==> src/rtl/game_tick_scheduler.sv <==
// game_tick_scheduler: single-clock timing controller for the game logic.
// Divides clk_20MHz into a base tick, then emits one-cycle enables for the
// ship, bullet and asteroid updates under a RUN/PAUSED/IDLE FSM. Asteroid
// rate speeds up with a 3-bit level that advances every LEVEL_TICKS asteroid ticks.
// Optional: define TICK_HEARTBEAT_EN to add a heartbeat output that toggles
// every 500 base ticks in RUN.
module game_tick_scheduler #(
    parameter int PRESCALE    = 5000,
    parameter int SHIP_DIV    = 100,
    parameter int BULLET_DIV  = 40,
    parameter int AST_DIV     = 400,
    parameter int AST_STEP    = 40,
    parameter int AST_MIN     = 80,
    parameter int LEVEL_TICKS = 64
) (
    input  logic       clk_20MHz,
    input  logic       rst,
    input  logic       start,
    input  logic       pause_toggle,
    input  logic       game_over,
    output logic       tick_ship,
    output logic       tick_bullet,
    output logic       tick_ast,
    output logic [2:0] level,
    output logic       running,
`ifdef TICK_HEARTBEAT_EN
    output logic       paused,
    output logic       heartbeat
`else
    output logic       paused
`endif
);

    typedef enum logic [1:0] {
        IDLE   = 2'd0,
        RUN    = 2'd1,
        PAUSED = 2'd2
    } state_t;

    localparam logic [15:0] PRE_LAST    = 16'(PRESCALE - 1);
    localparam logic [15:0] SHIP_LAST   = 16'(SHIP_DIV - 1);
    localparam logic [15:0] BULLET_LAST = 16'(BULLET_DIV - 1);
    localparam logic [15:0] LVL_LAST    = 16'(LEVEL_TICKS - 1);
    localparam logic signed [16:0] AST_DIV_S  = 17'(AST_DIV);
    localparam logic signed [16:0] AST_STEP_S = 17'(AST_STEP);
    localparam logic signed [16:0] AST_MIN_S  = 17'(AST_MIN);

    state_t state, next_state;

    logic [15:0] pre_cnt;
    logic [15:0] ship_cnt;
    logic [15:0] bullet_cnt;
    logic [15:0] ast_cnt;
    logic [15:0] lvl_cnt;

    logic               clear_cnt;
    logic               count_en;
    logic               emit;
    logic               base_tick;
    logic               ship_wrap;
    logic               bullet_wrap;
    logic               ast_wrap;
    logic signed [16:0] level_s;
    logic signed [16:0] ast_calc;
    logic [15:0]        ast_period;
    logic [15:0]        ast_last;

    // State register; rst returns the game to IDLE
    always_ff @(posedge clk_20MHz) begin
        if (rst) begin
            state <= IDLE;
        end else begin
            state <= next_state;
        end
    end

    // Next-state logic: game_over outranks pause_toggle, start only acts from IDLE
    always_comb begin
        next_state = state;
        case (state)
            IDLE: begin
                if (start) begin
                    next_state = RUN;
                end
            end
            RUN: begin
                if (game_over) begin
                    next_state = IDLE;
                end else if (pause_toggle) begin
                    next_state = PAUSED;
                end
            end
            PAUSED: begin
                if (game_over) begin
                    next_state = IDLE;
                end else if (pause_toggle) begin
                    next_state = RUN;
                end
            end
            default: next_state = IDLE;
        endcase
    end

    // Counting happens on RUN edges unless the game is ending this edge;
    // the pause edge still counts so a resumed game loses no base ticks,
    // but a tick that would land inside PAUSED is not emitted.
    assign clear_cnt   = (next_state == IDLE);
    assign count_en    = (state == RUN) && !clear_cnt;
    assign emit        = (state == RUN) && (next_state == RUN);
    assign base_tick   = (state == RUN) && (pre_cnt == PRE_LAST);
    assign ship_wrap   = base_tick && (ship_cnt == SHIP_LAST);
    assign bullet_wrap = base_tick && (bullet_cnt == BULLET_LAST);
    assign ast_wrap    = base_tick && (ast_cnt == ast_last);

    // Signed arithmetic lets deep levels underflow cleanly into the floor
    assign level_s    = $signed({14'd0, level});
    assign ast_calc   = AST_DIV_S - (level_s * AST_STEP_S);
    assign ast_period = (ast_calc < AST_MIN_S) ? 16'(AST_MIN) : ast_calc[15:0];
    assign ast_last   = ast_period - 16'd1;

    // Prescaler from clk_20MHz to the base tick
    always_ff @(posedge clk_20MHz) begin
        if (rst || clear_cnt) begin
            pre_cnt <= 16'd0;
        end else if (count_en) begin
            pre_cnt <= base_tick ? 16'd0 : pre_cnt + 16'd1;
        end
    end

    // Per-channel base-tick counters and their registered tick pulses
    always_ff @(posedge clk_20MHz) begin
        if (rst || clear_cnt) begin
            ship_cnt    <= 16'd0;
            bullet_cnt  <= 16'd0;
            ast_cnt     <= 16'd0;
            tick_ship   <= 1'b0;
            tick_bullet <= 1'b0;
            tick_ast    <= 1'b0;
        end else begin
            tick_ship   <= emit && ship_wrap;
            tick_bullet <= emit && bullet_wrap;
            tick_ast    <= emit && ast_wrap;
            if (count_en && base_tick) begin
                ship_cnt   <= ship_wrap   ? 16'd0 : ship_cnt + 16'd1;
                bullet_cnt <= bullet_wrap ? 16'd0 : bullet_cnt + 16'd1;
                ast_cnt    <= ast_wrap    ? 16'd0 : ast_cnt + 16'd1;
            end
        end
    end

    // Difficulty level: advances every LEVEL_TICKS asteroid wraps, saturates at 7
    always_ff @(posedge clk_20MHz) begin
        if (rst || (state == IDLE && start)) begin
            level   <= 3'd0;
            lvl_cnt <= 16'd0;
        end else if (count_en && ast_wrap) begin
            if (level == 3'd7) begin
                lvl_cnt <= 16'd0;
            end else if (lvl_cnt == LVL_LAST) begin
                level   <= level + 3'd1;
                lvl_cnt <= 16'd0;
            end else begin
                lvl_cnt <= lvl_cnt + 16'd1;
            end
        end
    end

    // Registered state decodes, aligned with the state they describe
    always_ff @(posedge clk_20MHz) begin
        if (rst) begin
            running <= 1'b0;
            paused  <= 1'b0;
        end else begin
            running <= (next_state == RUN);
            paused  <= (next_state == PAUSED);
        end
    end

`ifdef TICK_HEARTBEAT_EN
    logic [8:0] hb_cnt;

    // Heartbeat square wave: toggles every 500 base ticks, frozen in PAUSED
    always_ff @(posedge clk_20MHz) begin
        if (rst || clear_cnt) begin
            hb_cnt    <= 9'd0;
            heartbeat <= 1'b0;
        end else if (count_en && base_tick) begin
            if (hb_cnt == 9'd499) begin
                hb_cnt    <= 9'd0;
                heartbeat <= ~heartbeat;
            end else begin
                hb_cnt <= hb_cnt + 9'd1;
            end
        end
    end
`endif

endmodule

==> config.mk <==
export PLATFORM = sky130hd
export DESIGN_NAME = game_tick_scheduler
export DESIGN_NICKNAME = d
export VERILOG_FILES = /design/src/rtl/game_tick_scheduler.sv
export SDC_FILE = /design/constraint.sdc
export NUM_CORES = 1
export LEC_CHECK = 0
export ABC_AREA = 0
export ABC_CLOCK_PERIOD_IN_PS = 5230
export BUFFER_PORTS_ARGS = -buffer_cell sky130_fd_sc_hd__buf_4
export CORE_UTILIZATION = 35
export CTS_CLUSTER_DIAMETER = 60
export DETAILED_ROUTE_END_ITERATION = 10
export PLACE_DENSITY = 0.58
export SYNTH_ARGS = -nofsm -noshare
export SYNTH_HDL_FRONTEND = slang
export SYNTH_SLANG_ARGS = --single-unit
==> constraint.sdc <==
create_clock -name clk_20MHz -period 5.23 [get_ports clk_20MHz]
set_clock_uncertainty 0.2 [all_clocks]
set_input_delay 1.046 -clock clk_20MHz [delete_from_list [all_inputs] [get_ports clk_20MHz]]
set_output_delay 1.046 -clock clk_20MHz [all_outputs]
set_load 0.02 [all_outputs]
After elaboration in Yosys (flattened, before gate mapping)

Index checks and enable logic that the tools add are counted.

$add $sub $neg: 8
Multiply operators: 1
Magnitude comparators: 1
Eq/ne operators: 10
Mux-type cells: 13
Bitwise operators: 1
Reductions and logical operators: 18

Operators with widths:

| cell                  | count |
|---|---|
| $mux 16               | 7 |
| $add 16x1->16 const B | 5 |
| $eq 16x6->1 const B   | 2 |
| $eq 16x13->1 const B  | 1 |
| $eq 16x16->1          | 1 |
| $eq 16x7->1 const B   | 1 |
| $sub 16x1->16 const B | 1 |
| $logic_and 1x1->1     | 12 |
| $lt 10x8->1 const B   | 1 |
| $mux 2                | 5 |
| $sub 9x9->10 const A  | 1 |
| $mul 3x3->6 const B   | 1 |
| $pmux 2 s3            | 1 |
| $eq 2x1->1 const B    | 2 |
| $eq 2x2->1 const B    | 2 |
| $logic_not 2->1       | 2 |
| $add 3x1->3 const B   | 1 |
| $eq 3x3->1 const B    | 1 |
| $reduce_and 3->1      | 1 |
| $logic_or 1x1->1      | 2 |
| $logic_not 1->1       | 1 |
| $not 1->1             | 1 |

Bits in registers: 90
Input port bits: 5
Output and inout bits: 8
Logic and storage cells: 64

Depth between registers and ports, before layout

Gate-level depths: netlist of run 1.

Depth in word-level cells: 9
Depth in mapped cells: 21
Mapped depth without buffers: 18

Worst setup path before layout of run 1

Ideal clock, no wire load.

Kind: register to register
From: register level[1]
To: register lvl_cnt[14]
Library setup time: 132 ps
Arrival time: 5018 ps
Data required time: 4898 ps
Slack: -121 ps
Cell stages (with the launch flop): 21
Buffers on the path: 4
Period minus slack after synthesis: 5351 ps
Path through: dfxtp_1 buf_2 and2_1 ha_1 clkbuf_1 or4_4 nand4_1 a21oi_1 ha_1 clkbuf_8 nand2b_1 ha_1 xnor2_1 or4b_1 o22ai_1 nor2_1 a2111oi_4 o2111ai_4 clkbuf_8 o41ai_1 a21oi_1

Word-level cells in the longest chain between the ends: 8
Elaborated cells on any way between the ends: 10
Classes of those cells: add/sub (2); mul (1); order compare (1); eq/ne (2); mux (2); reduce/logical (2)

RTL lines:

| item                   | line | RTL |
|---|---|---|
| from (decl)            | 24   | `output logic [2:0] level,` |
| from (signal assigned) | 160  | `level <= level + 3'd1;` |
| $mul 3x3->6            | 117  | `assign ast_calc = AST_DIV_S - (level_s * AST_STEP_S);` |
| $sub 9x9->10           | 117  |  |
| $lt 10x8->1            | 118  | `assign ast_period = (ast_calc < AST_MIN_S) ? 16'(AST_MIN) : ast_calc[15:0];` |
| $mux 16                | 118  |  |
| $sub 16x1->16          | 119  | `assign ast_last = ast_period - 16'd1;` |
| $eq 16x16->1           | 113  | `assign ast_wrap = base_tick && (ast_cnt == ast_last);` |
| $logic_and 1x1->1      | 113  |  |
| $logic_and 1x1->1      | 156  | `end else if (count_en && ast_wrap) begin` |
| to (signal assigned)   | 163  | `lvl_cnt <= lvl_cnt + 16'd1;` |
| to (decl)              | 54   | `logic [15:0] lvl_cnt;` |

Several ways; a longest one is shown, not always the timed one.
A chain may end at the register's enable or synchronous reset.

Worst setup path in the final report of run 1

From: register level[2]
To: register lvl_cnt[14]

The elaborated chain is that of the path after synthesis.

==> flow_metrics.py, run 1 <==
metrics = {
    "flow_run": {
        "cap_violations": 0,
    },
    "grt": {
        "grt_usage": 0.1580,
        "grt_start_max_net_pins": 27,
        "grt_pass1_wl_um": 19320,
        "grt_pass1_vias": 4049,
        "antenna_found_initial": 0,
        "met1_usage": 0.2089,
        "overflow": 0,
        "busiest_layer": "met2",
        "met3_usage": 0.02537,
        "met2_usage": 0.2581,
    },
    "die": {
        "dieArea_sq_um": 15110,
        "initial_core_util": 0.3630,
        "die_h_um": 122.9,
        "die_w_um": 122.9,
        "ios": 13,
        "core_sq_um": 14100,
        "rows": 43,
    },
    "finish": {
        "fin_area_sq_um": 5738,
        "post-route-util": 0.4071,
        "final_common_cell": "nor2_1",
        "nets": 640,
        "diodes": 0,
        "drive_gt1_frac": 0.1226,
        "final_cell_mix": "102 x nor2_1, 87 x dfxtp_1, 45 x nand2_1, 36 x nand3_1, 34 x xnor2_1",
        "synthToLayoutAreaGrowth_pct": 12.15,
    },
    "clock_network": {
        "root_buffer": "clkbuf_16",
        "cts.sinks": 90,
        "cts_tree": "done",
        "max-clock-path-buffers": 2,
        "insertion_delay_ns": 0.34,
        "cts.htree.levels": 3,
        "cts_hold_buffers": 0,
        "path_clk_slew_ns": 0.06,
        "numCtsBuffers": 9,
    },
    "synth": {
        "ys_warn_count": 0,
        "synth_fp_nets": 622,
        "synth_area_leaders": "dfxtp_1 35%, nor2_1 7.5%, xnor2_1 5.8%",
        "ys_ff_latch": 90,
        "synth_largest_area_cell": "dfxtp_1",
        "synth_cells": 605,
        "syn_area_sq_um": 5116,
        "synth_top_area_share": 0.3522,
        "synth_edf_count": 0,
        "synth.distinct_cells": 71,
        "avgSynthCellArea_sq_um": 8.456,
        "ys_seq_area_frac": 0.3522,
        "synth_ff_type": "dfxtp_1",
        "async_reset_ff_frac": 0,
    },
    "critical_path": {
        "timing.rr.start": "level[2]",
        "worstSetupEndpoint": "lvl_cnt[14]",
        "reg2regPathDepth": 17,
        "worst_ep_required_time_ns": 5.29,
        "path_depth": 17,
        "cp_top_family": "simple AND/OR/NAND/NOR gates",
        "end_kind": "flip-flop",
        "setup.worst_path.start": "level[2]",
        "cp_common_cell": "ha_1",
        "cp_slowest_cell": "or4b_1",
        "start_kind": "flip-flop",
        "path_class": "flip-flop to flip-flop",
        "reg2reg_to": "lvl_cnt[14]",
        "crit_buf_inv": 0,
        "cpPeakStageDelay_ns": 0.57,
        "arrival_ns": 5.02,
        "reg2reg_setup_slack_ns": 0.28,
        "crit_path_max_fanout": 6,
        "crit_chain": "ha_1 > and2_1 > ha_1 > or4_4 > nand4_1 > a21oi_1 > ha_1 > nand2b_1 > ha_1 > xnor2_1 > or4b_1 > o22ai_1 > nor2_1 > a2111oi_4 > o2111ai_4 > or4b_1 > a21oi_1",
    },
    "routing": {
        "wl_per_cell_um": 14.16,
        "viasPerCell": 5.432,
        "drtIter0Drc": 172,
        "drt-pass1-iter-count": 4,
        "vias": 4389,
        "routed_wl_um": 11440,
        "final_antenna_net_count": 0,
        "drc": 0,
    },
    "sta": {
        "rsz0062_at_grt": "no",
        "hold_viol_final": 0,
        "min_period_ns": 4.953,
        "max_slew_margin": 0.3074,
        "setup_ws_ns": 0.2774,
        "setup_violations": 0,
        "max_freq_mhz": 201.9,
        "worst_pin_slew_ns": 1.032,
        "fin_crit_sh": 0.9470,
        "fin_setup_tns_ns": 0,
        "drv_slew": 0,
    },
    "placed_design": {
        "port-buffer-count": 12,
        "place_hpwl_um": 7886,
        "globalplace.congestion": 0.7665,
        "dpl-instance-area_sq_um": 5378,
        "place_ws_ns": 0.1567,
    },
    "power": {
        "p_leak_nw": 1.853,
        "power_density_nw_per_um2": 240.0,
        "vdd_drop_max_mv": 0.1115,
    },
    "outcome": {
        "status": "finished, final reports clean",
    },
    "hold_path": {
        "hold_class": "flip-flop to flip-flop",
    },
}
where the power goes:
part | switching [mW] | internal (mW) | leakage [nW]
Sequential | 0.00141 | 0.687 | 0.727
Combinational | 0.0248 | 0.00971 | 0.979
Clock | 0.258 | 0.396 | 0.147
Total | 0.284 | 1.09 | 1.85
routing by layer:
layer,share of wire,up-vias,wire length (um)
met5,0,-,0
met2,0.46,68,5311
met4,0.017,0,196
li1,-,2214,-
met3,0.031,14,351
met1,0.49,2093,5581
flip-flops by register name, summed over array words and instances (netlist names), 2 cells and up:
name and flops:
lvl_cnt 16, level 3, ast_cnt 16, pre_cnt 16
bullet_cnt 16, state 2, ship_cnt 16
worst min-delay path by stage:
stage,cells past startpoint,endpoint,from,slack [ns]
6_report,2,lvl_cnt[1],lvl_cnt[1],0.29
5_1_grt,2,lvl_cnt[1],lvl_cnt[1],0.33
4_1_cts,2,lvl_cnt[1],lvl_cnt[1],0.29
3_5_place_dp,2,lvl_cnt[14],lvl_cnt[14],0.28
3_3_place_gp,2,bullet_cnt[1],bullet_cnt[1],0.26
2_1_floorplan,2,bullet_cnt[1],bullet_cnt[1],0.25
timing repair:
action / CTS / global route
setup buffers: 0 / 1
resized for setup: 0 / 2
endpoints found under the hold margin: 0 / 0
setup endpoints to repair: 0 / 24
area by class of cell:
type	count	area (sq um)
fill	1448	8358
multi-input combinational	483	3146
sequential	90	1805
clock buffer	14	264.0
timing repair buffer	31	232.7
tap	180	225.2
clock inverter	2	35.03
inverter	8	30.03
per-stage QoR:
| step | hold slack (ns) | instances | power (mW) |
|---|---|---|---|
| floorplan | 0.2492 | 605 | 0.7256 |
| global placement | 0.2629 | 789 | 0.7377 |
| detailed placement | 0.2835 | 789 | 0.7386 |
| CTS | 0.2932 | 805 | 1.389 |
| global route | 0.3288 | 808 | 1.420 |
| finish | 0.2914 | 808 | 1.377 |
cell families (layout without fill, tap and decap cells):
family	count (synthesis)	after routing	synth area share
flip-flops	90	90	0.3522
buffers and inverters	34	55	0.04353
AO/OA/AOI/OAI	89	91	0.1250
XOR/XNOR	67	67	0.1176
multiplexers	5	5	0.009783
AND/OR/NAND/NOR	308	308	0.3226
adder cells (fa/ha/maj)	12	12	0.02935
cell usage after synthesis (all sizes together) (4+ instances only):
cell type  count
and3          18
nor4           9
nand3         37
a21oi         31
o31ai         18
xor2          32
and2           4
nand4b        12
dfxtp         90
nand2         46
nor3          11
or4           11
o21ai         18
inv            8
buf           12
ha            12
nor3b          5
nor2b          6
or4b           4
xnor2         35
mux2i          5
nor2         102
clkbuf        14
nand4         20
or3            6
worst reg2reg max path, delay by kind of cell, from the launching register on:
family | cells | cell delay (ns)
compound gates | 5 | 1.04
xor+xnor | 1 | 0.13
fa+ha+maj | 4 | 1.00
flops | 1 | 0.35
simple gates | 7 | 2.14
Note: power is estimated with default switching activity, not from simulation.
==> run 2, diff against run 1 <==
--- a/config.mk
+++ b/config.mk
@@ -5,13 +5,12 @@
 export SDC_FILE = /design/constraint.sdc
 export NUM_CORES = 1
 export LEC_CHECK = 0
-export ABC_AREA = 0
 export ABC_CLOCK_PERIOD_IN_PS = 5230
 export BUFFER_PORTS_ARGS = -buffer_cell sky130_fd_sc_hd__buf_4
-export CORE_UTILIZATION = 35
+export CORE_UTILIZATION = 55
 export CTS_CLUSTER_DIAMETER = 60
 export DETAILED_ROUTE_END_ITERATION = 10
-export PLACE_DENSITY = 0.58
+export PLACE_DENSITY = 0.81
 export SYNTH_ARGS = -nofsm -noshare
 export SYNTH_HDL_FRONTEND = slang
 export SYNTH_SLANG_ARGS = --single-unit
==> run 2 against run 1 <==
Routed wire length is 3.0% lower. Non-clock buffer count is 1 lower. Total power is 13% lower. Flip-flop and latch count stayed put. Die area is 36% lower. Setup slack worse by 0.11 ns. Fmax is 2.2% lower. Hold slack worse by 0.0055 ns. Global-route usage is 7.9 points higher. Sequential share of layout area is 1.3 points higher. Final area is 4.0% lower. Largest power group unchanged.
==> flow_metrics.py, run 2 (synthesis results as in run 1) <==
metrics = {
    "clock_network": {
        "numCtsBuffers": 9,
        "root_buffer": "clkbuf_8",
        "cts.htree.levels": 3,
        "max-clock-path-buffers": 2,
        "cts.sinks": 90,
        "path_clk_slew_ns": 0.09,
        "cts_tree": "done",
        "insertion_delay_ns": 0.37,
        "cts_hold_buffers": 0,
    },
    "critical_path": {
        "timing.rr.start": "level[2]",
        "setup.worst_path.start": "level[2]",
        "cp_slowest_cell": "or4_1",
        "cp_common_cell": "ha_1",
        "end_kind": "flip-flop",
        "worst_ep_required_time_ns": 5.32,
        "reg2regPathDepth": 20,
        "crit_path_max_fanout": 9,
        "crit_chain": "ha_1 > and2_1 > ha_1 > buf_4 > o211ai_1 > o221a_2 > nand4_1 > a21oi_1 > ha_2 > nand2b_1 > ha_1 > xnor2_1 > or4b_1 > o22ai_1 > nor2_1 > a2111oi_4 > buf_4 > o2111ai_4 > or4_1 > a21oi_1",
        "worstSetupEndpoint": "lvl_cnt[1]",
        "reg2reg_setup_slack_ns": 0.16,
        "reg2reg_to": "lvl_cnt[1]",
        "start_kind": "flip-flop",
        "arrival_ns": 5.16,
        "path_class": "flip-flop to flip-flop",
        "cpPeakStageDelay_ns": 0.55,
    },
    "grt": {
        "antenna_found_initial": 0,
        "grt_start_max_net_pins": 27,
        "grt_usage": 0.2375,
        "grt_pass1_wl_um": 18690,
        "overflow": 0,
        "grt_pass1_vias": 4192,
    },
    "power": {
        "power_switching_uw": 273.6,
        "switching_share": 0.2288,
        "vdd_drop_max_mv": 0.1793,
        "pwr-share-seq": 0.575,
        "pwr-share-clk": 0.394,
        "power_density_nw_per_um2": 217.1,
        "p_leak_nw": 1.787,
        "power_frac_comb": 0.031,
        "intPower_uw": 922.2,
    },
    "routing": {
        "wl_per_cell_um": 15.11,
        "drtIter0Drc": 323,
        "final_antenna_net_count": 0,
        "drt-pass1-iter-count": 5,
        "vias": 4436,
        "drc": 0,
        "routed_wl_um": 11090,
        "viasPerCell": 6.044,
    },
    "finish": {
        "final_common_cell": "nor2_1",
        "drive_gt1_frac": 0.1262,
        "diodes": 0,
        "fin_cells": 734,
        "synthToLayoutAreaGrowth_pct": 7.679,
        "fillers": 734,
        "nets": 638,
        "final_cell_mix": "102 x nor2_1, 87 x dfxtp_1, 45 x nand2_1, 36 x nand3_1, 34 x xnor2_1",
        "post-route-util": 0.6226,
    },
    "placed_design": {
        "place_hpwl_um": 7767,
        "globalplace.congestion": 0.8246,
        "port-buffer-count": 12,
        "placed_cells": 714,
        "place_ws_ns": -0.02669,
    },
    "die": {
        "core_sq_um": 8848,
        "ios": 13,
        "die_w_um": 98.45,
        "die_h_um": 98.45,
        "dieArea_sq_um": 9691,
        "initial_core_util": 0.5782,
        "rows": 34,
    },
    "sta": {
        "fin_crit_sh": 0.9686,
        "setup_ws_ns": 0.1641,
        "worst_pin_slew_ns": 0.8061,
        "max_freq_mhz": 197.4,
        "setup_violations": 0,
        "min_period_ns": 5.066,
        "drv_slew": 0,
        "max_slew_margin": 0.4622,
        "hold_viol_final": 0,
    },
    "flow_run": {
        "cap_violations": 0,
    },
    "hold_path": {
        "hold_class": "flip-flop to flip-flop",
    },
    "outcome": {
        "status": "finished, final reports clean",
    },
}
## run 2: cell count changes in the layout (fill, tap and decap cells not counted), sizes merged
cell	delta
clkinv	+1
inv	+2
buf	-1
o2111ai	-1
clkbuf	-3
## run 2: how the worst min path moves through the flow
stage / from / end / slack [ns] / depth (start not counted)
6_report: bullet_cnt[1] / bullet_cnt[1] / 0.29 / 2
5_1_grt: bullet_cnt[1] / bullet_cnt[1] / 0.31 / 2
4_1_cts: bullet_cnt[1] / bullet_cnt[1] / 0.29 / 2
3_5_place_dp: bullet_cnt[1] / bullet_cnt[1] / 0.28 / 2
3_3_place_gp: bullet_cnt[1] / bullet_cnt[1] / 0.26 / 2
2_1_floorplan: bullet_cnt[1] / bullet_cnt[1] / 0.25 / 2
## run 2: what timing repair did
action | 4_1_cts | 5_1_grt
setup endpoints to repair | 9 | 35
cloned | 0 | 1
pin swaps | 0 | 2
resized for setup | 1 | 4
setup buffers | 1 | 2
## run 2: worst max-delay path: cells and delay by family (launching register included)
kind | cells | cell delay [ns]
buffers and inverters | 2 | 0.39
flip-flops | 1 | 0.36
AO/OA/AOI/OAI | 7 | 1.22
XOR/XNOR | 1 | 0.18
AND/OR/NAND/NOR | 6 | 1.60
adder cells (fa/ha/maj) | 4 | 1.06
## run 2: through the flow
step | power (mW) | hold slack [ns] | cell area (sq um) | setup TNS (ns)
floorplan | 0.7256 | 0.2492 | 5120 | 0
finish | 1.196 | 0.2859 | 5509 | 0
global placement | 0.7386 | 0.2614 | 5265 | 0
CTS | 1.208 | 0.2882 | 5468 | 0
global route | 1.236 | 0.3052 | 5509 | -0.9447
detailed placement | 0.7404 | 0.2753 | 5265 | -0.1027
## run 2: power groups by stage
stage,sequential (mW),clock (mW),combinational (mW)
final,0.688,0.471,0.0369
after global routing,0.688,0.507,0.0412
after CTS,0.688,0.483,0.0369
after detailed placement,0.704,0,0.0367
after global placement,0.703,0,0.0353
after floorplan,0.704,0,0.0214
## run 2: area by class of cell
class / count / area, sq um / area share
multi-input combinational: 482 / 3113 / 0.5651
sequential: 90 / 1805 / 0.3277
timing repair buffer: 30 / 232.7 / 0.04224
tap: 108 / 135.1 / 0.02453
clock buffer: 11 / 131.4 / 0.02385
clock inverter: 5 / 61.31 / 0.01113
inverter: 8 / 30.03 / 0.005451
## run 2: layer usage
metal  vias up  global-route usage  wire (um)
met5         -                   0          0
met4         0             0.07463        167
met3        20             0.05674        552
met2       124              0.4117       5562
met1      2099              0.2919       4812
li1       2193                   -          -
